### config.mk
export PLATFORM = sky130hd
export DESIGN_NAME = fir_mac_sequencer
export DESIGN_NICKNAME = d
export VERILOG_FILES = /design/src/rtl/fir_seq_pkg.sv /design/src/rtl/fir_delay_line.sv /design/src/rtl/fir_mac_sequencer.sv
export SDC_FILE = /design/constraint.sdc
export NUM_CORES = 1
export LEC_CHECK = 0
export CAP_MARGIN = 20
export CORE_MARGIN = 4
export CORE_UTILIZATION = 50
export CTS_CLUSTER_DIAMETER = 30
export CTS_CLUSTER_SIZE = 16
export DETAILED_ROUTE_END_ITERATION = 10
export PLACE_DENSITY = 0.75
export SYNTH_ARGS = -nofsm -noshare
export SYNTH_HDL_FRONTEND = slang
export SYNTH_HIERARCHICAL = 1
export SYNTH_SLANG_ARGS = --single-unit
### constraint.sdc
create_clock -name clock_i -period 7 [get_ports clock_i]
set_input_delay 1.4 -clock clock_i [delete_from_list [all_inputs] [get_ports clock_i]]
set_output_delay 1.4 -clock clock_i [all_outputs]
set_load 0.02 [all_outputs]
### src/rtl/fir_seq_pkg.sv
`default_nettype none
// +----------------------------------------------------------------------------+
// | Module      : fir_seq_pkg                                                  |
// | Description : Shared types and constants for the FIR MAC sequencer: state  |
// |               enum, default widths, DSP feedback codes and a modular       |
// |               subtraction helper for the circular delay line.              |
// | Revision    : 1.0 - initial release                                        |
// +----------------------------------------------------------------------------+
package fir_seq_pkg;

  typedef enum logic [1:0] {
    IDLE  = 2'd0,
    MAC   = 2'd1,
    FLUSH = 2'd2,
    OUT   = 2'd3
  } state_e;

  localparam int DEF_NTAPS = 4;
  localparam int DEF_A_W   = 20;
  localparam int DEF_B_W   = 18;
  localparam int DEF_Z_W   = 38;
  localparam int DEF_OUT_W = 32;

  // DSP feedback_i codes: keep accumulating, or reload the accumulator
  localparam logic [2:0] FB_ACC  = 3'd0;
  localparam logic [2:0] FB_LOAD = 3'd1;

  // (a - b) mod n for a, b already in [0, n); n need not be a power of two
  function automatic int unsigned mod_sub(input int unsigned a,
                                          input int unsigned b,
                                          input int unsigned n);
    return (a >= b) ? (a - b) : (a + n - b);
  endfunction

endpackage
`default_nettype wire

### src/rtl/fir_delay_line.sv
`default_nettype none
// +----------------------------------------------------------------------------+
// | Module      : fir_delay_line                                               |
// | Description : NTAPS x B_W circular sample buffer. Each write stores at the |
// |               write pointer and advances it modulo NTAPS. The read port    |
// |               returns the sample tap_i positions older than head_i.        |
// |               Reset clears the pointer and every entry.                    |
// | Ports       : clock_i, s_reset_n (sync, active low)                        |
// |               wr_en_i/wr_data_i  - sample write                            |
// |               wp_o               - current write pointer                   |
// |               head_i/tap_i       - read base and age offset                |
// |               rd_data_o          - selected sample (combinational)        |
// | Revision    : 1.0 - initial release                                        |
// +----------------------------------------------------------------------------+
module fir_delay_line
  import fir_seq_pkg::*;
#(
  parameter int NTAPS = DEF_NTAPS,
  parameter int B_W   = DEF_B_W,
  localparam int PW   = $clog2(NTAPS)
) (
  input  logic          clock_i,
  input  logic          s_reset_n,
  input  logic          wr_en_i,
  input  logic [B_W-1:0] wr_data_i,
  output logic [PW-1:0] wp_o,
  input  logic [PW-1:0] head_i,
  input  logic [PW-1:0] tap_i,
  output logic [B_W-1:0] rd_data_o
);

  logic [B_W-1:0] mem_q [NTAPS];
  logic [PW-1:0]  wp_q;
  logic [PW-1:0]  wp_d;
  logic [PW-1:0]  w_rd_addr;

  assign wp_d = (wp_q == PW'(NTAPS - 1)) ? '0 : wp_q + PW'(1);

  // Older samples sit at lower addresses, wrapping below zero to the top
  assign w_rd_addr = PW'(mod_sub(32'(head_i), 32'(tap_i), NTAPS));
  assign rd_data_o = mem_q[w_rd_addr];
  assign wp_o      = wp_q;

  always_ff @(posedge clock_i) begin
    if (!s_reset_n) begin
      wp_q <= '0;
      for (int i = 0; i < NTAPS; i++) begin
        mem_q[i] <= '0;
      end
    end else if (wr_en_i) begin
      mem_q[wp_q] <= wr_data_i;
      wp_q        <= wp_d;
    end
  end

endmodule
`default_nettype wire

### src/rtl/fir_mac_sequencer.sv
`default_nettype none
// +----------------------------------------------------------------------------+
// | Module      : fir_mac_sequencer                                            |
// | Description : Drives one DSP block in accumulate mode as an NTAPS-tap FIR. |
// |               Per accepted sample: NTAPS MAC cycles, one FLUSH cycle that  |
// |               captures z_i, then the result is held on a valid/ready port. |
// | Ports       : clock_i, s_reset_n (sync, active low)                        |
// |               in_valid_i/in_data_i/in_ready_o        - sample input        |
// |               coeff_we_i/coeff_addr_i/coeff_data_i   - coefficient load    |
// |               a_o, b_o, acc_fir_o, feedback_o,                             |
// |               load_acc_o, subtract_o, z_i            - DSP interface       |
// |               out_valid_o/out_data_o/out_ready_i     - result output       |
// | Options     : FIR_SEQ_SATURATE_EN - clamp z_i to the signed OUT_W range    |
// |               instead of truncating.                                       |
// | Revision    : 1.0 - initial release                                        |
// +----------------------------------------------------------------------------+
module fir_mac_sequencer
  import fir_seq_pkg::*;
#(
  parameter int NTAPS = DEF_NTAPS,
  parameter int A_W   = DEF_A_W,
  parameter int B_W   = DEF_B_W,
  parameter int Z_W   = DEF_Z_W,
  parameter int OUT_W = DEF_OUT_W,
  localparam int PW   = $clog2(NTAPS)
) (
  input  logic             clock_i,
  input  logic             s_reset_n,
  input  logic             in_valid_i,
  input  logic [B_W-1:0]   in_data_i,
  output logic             in_ready_o,
  input  logic             coeff_we_i,
  input  logic [PW-1:0]    coeff_addr_i,
  input  logic [A_W-1:0]   coeff_data_i,
  output logic [A_W-1:0]   a_o,
  output logic [B_W-1:0]   b_o,
  output logic [5:0]       acc_fir_o,
  output logic [2:0]       feedback_o,
  output logic             load_acc_o,
  output logic             subtract_o,
  input  logic [Z_W-1:0]   z_i,
  output logic             out_valid_o,
  output logic [OUT_W-1:0] out_data_o,
  input  logic             out_ready_i
);

  state_e           state_q, state_d;
  logic [PW-1:0]    tap_q, tap_d;
  logic [PW-1:0]    head_q, head_d;
  logic [A_W-1:0]   coeff_q [NTAPS];
  logic             out_valid_q, out_valid_d;
  logic [OUT_W-1:0] out_data_q, out_data_d;
  logic [OUT_W-1:0] w_z_res;
  logic [PW-1:0]    w_wp;
  logic [B_W-1:0]   w_buf_rd;
  logic             w_buf_we;
  logic             w_coeff_wr;

  assign acc_fir_o   = '0;
  assign load_acc_o  = 1'b1;
  assign subtract_o  = 1'b0;
  assign out_valid_o = out_valid_q;
  assign out_data_o  = out_data_q;

  // Out-of-range addresses (non power-of-two NTAPS) are dropped
  assign w_coeff_wr = (state_q == IDLE) && coeff_we_i && (32'(coeff_addr_i) < NTAPS);

  fir_delay_line #(
    .NTAPS (NTAPS),
    .B_W   (B_W)
  ) u_delay_line (
    .clock_i   (clock_i),
    .s_reset_n (s_reset_n),
    .wr_en_i   (w_buf_we),
    .wr_data_i (in_data_i),
    .wp_o      (w_wp),
    .head_i    (head_q),
    .tap_i     (tap_q),
    .rd_data_o (w_buf_rd)
  );

`ifdef FIR_SEQ_SATURATE_EN
  // In range only when every bit from the OUT_W sign bit upward agrees
  logic [Z_W-OUT_W:0] w_z_hi;
  assign w_z_hi = z_i[Z_W-1:OUT_W-1];

  always_comb begin
    w_z_res = z_i[OUT_W-1:0];
    if (!((&w_z_hi) || !(|w_z_hi))) begin
      w_z_res = z_i[Z_W-1] ? {1'b1, {(OUT_W-1){1'b0}}} : {1'b0, {(OUT_W-1){1'b1}}};
    end
  end
`else
  logic w_unused_z_hi;
  assign w_unused_z_hi = ^z_i[Z_W-1:OUT_W];
  assign w_z_res       = z_i[OUT_W-1:0];
`endif

  always_ff @(posedge clock_i) begin
    if (!s_reset_n) begin
      state_q     <= IDLE;
      tap_q       <= '0;
      head_q      <= '0;
      out_valid_q <= 1'b0;
      out_data_q  <= '0;
      for (int i = 0; i < NTAPS; i++) begin
        coeff_q[i] <= '0;
      end
    end else begin
      state_q     <= state_d;
      tap_q       <= tap_d;
      head_q      <= head_d;
      out_valid_q <= out_valid_d;
      out_data_q  <= out_data_d;
      // Lands on the same edge as a sample accept, so the MAC run sees it
      if (w_coeff_wr) begin
        coeff_q[coeff_addr_i] <= coeff_data_i;
      end
    end
  end

  always_comb begin
    state_d     = state_q;
    tap_d       = tap_q;
    head_d      = head_q;
    out_valid_d = out_valid_q;
    out_data_d  = out_data_q;
    in_ready_o  = 1'b0;
    w_buf_we    = 1'b0;
    a_o         = '0;
    b_o         = '0;
    feedback_o  = FB_ACC;

    case (state_q)
      IDLE: begin
        in_ready_o = 1'b1;
        if (in_valid_i) begin
          w_buf_we = 1'b1;
          head_d   = w_wp;
          tap_d    = '0;
          state_d  = MAC;
        end
      end
      MAC: begin
        a_o        = coeff_q[tap_q];
        b_o        = w_buf_rd;
        feedback_o = FB_ACC;
        if (tap_q == PW'(NTAPS - 1)) begin
          state_d = FLUSH;
        end else begin
          tap_d = tap_q + PW'(1);
        end
      end
      FLUSH: begin
        // Zero operands with a reload leave the accumulator cleared for the next sample
        feedback_o  = FB_LOAD;
        out_data_d  = w_z_res;
        out_valid_d = 1'b1;
        state_d     = OUT;
      end
      OUT: begin
        if (out_ready_i) begin
          out_valid_d = 1'b0;
          state_d     = IDLE;
        end
      end
      default: begin
        state_d = IDLE;
      end
    endcase
  end

endmodule
`default_nettype wire

==> impl_results.md <==
* Sequential area share after synthesis at 61.1%
* Seq. cell area at 5430 um2
* N_diodes at 0
* Slowest CP cell: ha_1
* Die area at 19900 um2
* Mean area per synthesized cell at 14.5 um2
* Final min period at 4.56 ns
* Clock buffers created by TritonCTS at 17
* Crit path launch type: register
* Slew @ Worst Pin at about 1.1 ns
* CP Launch Point: tap_q[0]
* Top-count cell post-synth: and2_1
* Area of the multi-input gates at around 3200 um2
* Initial drt markers at 223
* Initial antenna violation count at 0
* Switching Share at 28.9%
* Peak supply drop at 227 uV
* Max-Cap Viols at 0
* Clk pwr share at 28.4%
* Initial core utilization at 51.1%
* Critical path cell sequence: ha_1 -> mux4_1 -> and2_1 -> clkdlybuf4s50_1
* Status: complete, no violations
* Cell count after synthesis at 613
* CTS root buf: clkbuf_16
* Vias in the first global route at ~5600
* CTS H-tree lvls at 4
* Post-cts hold buffer count at 0
* Final setup violation count at 0
* Antenna Nets Post-Route at 0
* Top-area cell type share of the netlist area at around 51%
* Tot Pwr at about 0.0034 W
* Unrepaired setup endpoints after global routing: false
* Worst r2r src: state_q[0]
* Ratio of final minimum period to clock period at 65.2%
* GPL Wtd Cong at 0.769
* Nets at between 800 and 900
* Max Buffers Root-to-Sink at 2
* Row cnt at 48
* Syn. warnings at 6
* Total GRT Usage at a little under a fifth
* Post-CTS Repair Setup Buffers at 0
* # fillers at 1271
* Setup ws final at 2.44 ns
* Dominant synthesized flop cell: edfxtp_1
* Post-synth EDFFs at 152
* IO Port Bufs at 149
* Clk_lat worst skew at 0.43 ns
* Largest net degree at the start of global routing at 75
* Worst slack, placed at between 2 and 2.5 ns
* Core Area at between 15000 and 20000 um2
* Clock Sinks at approximately 200
* WP data arrival at 3.16 ns
* Layout cells sized above 1 at 9.17%
* Combinational cell fraction of total power at between 20% and 30%
* Vias at about 5200
* Largest area contributor in the netlist: edfxtp_1
* CTS resizes at 0
* Pwr dens at 305 nW/um2
* Synth cell count leaders: and2_1 (173), edfxtp_1 (152), dfxtp_1 (43)
* CP Class: reg2out
* Max-Slew Margin vs Limit at 27.9%
* Synth top area cells: edfxtp_1 (51%), and2_1 (12%), dfxtp_1 (9.7%)
* Chip width at 141 um
* Clk_skew at 0.00822 ns
* First-pass GRT wire length at 28700 um
* Worst-path fanout max at 18
* Final Hold Fails at 0
* DP HPWL at 11400 um
* Die Ht at between 100 and 150 um
* Static leakage at 4.15 nW
* Crit path largest cell delay at 0.96 ns
* Per-cell routed wire length at 18.5 um
* Cell Area, Synth at roughly 9000 um2
* CTS clk-pin slew, worst paths at 0.06 ns
* Hold path depth at 2
* Sw Pwr at 0.000979 W
* Drt via density at 5.31
* Internal at 0.00241 W
* Overflow after GRT at 0
* Tightest Hold Check Type: reg2reg
* WP data required at 5.60 ns
* Layout area overhead at 25.1%
* Hold path startpoint: head_q[0]
* Setup tns final at 0 ns
* # IOs at 166
* #FFs+latches synth at between 150 and 200
* Routed Wire Length at 18300 um
* Sequential power share at ~43%
* Worst reg-to-reg path cell count at 6
* CP endpoint kind: output pin
* Drt pass-1 iters at 4
* Async SR Flop Fraction at 0%
* Yosys cell types at 36
* DR DRC count at 0
* CTS tree: yes
* Fmax at 0.219 GHz
* Pins Over Slew Limit at 0
[cell usage in the layout, fill, tap and decap left out, types with 2 or more instances in the layout]
| cell type | count |
|---|---|
| ha_1 | 7 |
| mux4_2 | 20 |
| bufinv_16 | 2 |
| clkbuf_16 | 17 |
| and2_1 | 173 |
| clkinvlp_4 | 2 |
| a21oi_1 | 4 |
| nand2_1 | 12 |
| nor2b_1 | 35 |
| dfxtp_1 | 43 |
| mux2i_1 | 35 |
| inv_1 | 7 |
| clkinv_1 | 2 |
| mux4_1 | 18 |
| conb_1 | 10 |
| o21ai_2 | 2 |
| buf_4 | 8 |
| a21boi_0 | 3 |
| buf_16 | 2 |
| nand2b_1 | 9 |
| clkdlybuf4s50_1 | 148 |
| nor2_1 | 4 |
| edfxtp_1 | 152 |
| clkinv_4 | 4 |
| and4b_1 | 2 |
| nand3_1 | 3 |
| and3_1 | 19 |
[cells by family after synthesis]
kind of cell | count (synthesis) | synth area share [%]
muxes | 73 | 14.4
and+or+nand+nor | 264 | 18.5
adders and majority gates | 8 | 1.13
DFF | 195 | 61.1
other | 2 | 0.0846
xor gates and xnor gates | 1 | 0.268
AOI/OAI and AO/OA | 14 | 1.06
buffers and inverters | 56 | 3.48
[power by group through the flow]
stage	Clock (W)	Sequential, W	Combinational (W)
2_1_floorplan	0	0.00151	0.000595
3_3_place_gp	0	0.00147	0.000950
3_5_place_dp	0	0.00148	0.000975
4_1_cts	0.000982	0.00146	0.000979
5_1_grt	0.00103	0.00147	0.00104
6_report	0.000963	0.00146	0.000967
[flip-flops by register name, summed over array words and instances (netlist names), named ones only]
name / flops
tap_q: 2
u_delay_line/mem_q: 72
state_q: 2
u_delay_line/wp_o: 2
out_valid_o: 1
head_q: 2
out_data_o: 32
coeff_q: 80
[final timing paths]
path	end	slack, ns
hold reg to reg	head_q[0]	0.48
setup reg to reg	u_delay_line/mem_q[1][3]	3.40
setup / recovery	b_o[4]	2.44
hold / removal	head_q[0]	0.48
[per-layer routing]
layer  wire length [um]  GRT usage, %  up-vias
li1                   -             -     2450
met2               9840          34.2      145
met4                263          4.79        0
met1               7240          21.8     2625
met5                  0             0        -
met3                946          5.16       23
[critical path: cells and delay by family (launching register included)]
family | cells | cell delay [ns]
AND/OR/NAND/NOR | 1 | 0.20
buffers and inverters | 1 | 0.55
multiplexers | 1 | 0.66
flip-flops | 1 | 0.36
adder cells (fa/ha/maj) | 1 | 0.96
[metrics by stage]
stage / area, um2 / hold WS, ns / util (%) / instances
after floorplan: 8900 / 0.443 / - / 621
after global placement: 10500 / 0.463 / 60.3 / 954
after detailed placement: 10500 / 0.468 / 60.3 / 954
after CTS: 11000 / 0.477 / 63.7 / 986
after global routing: 11100 / 0.498 / 64.0 / 988
final: 11100 / 0.476 / 64.0 / 988
[area by class of cell]
cell class,count,share of cell area (%)
clock buffers,18,3.87
clock inverters,14,1.43
inverters,7,0.237
multi-input cells,370,28.6
flip-flops and latches,195,48.9
well taps,225,2.54
repair buffers,159,14.4
No activity file was read; power rests on OpenSTA's default activity.
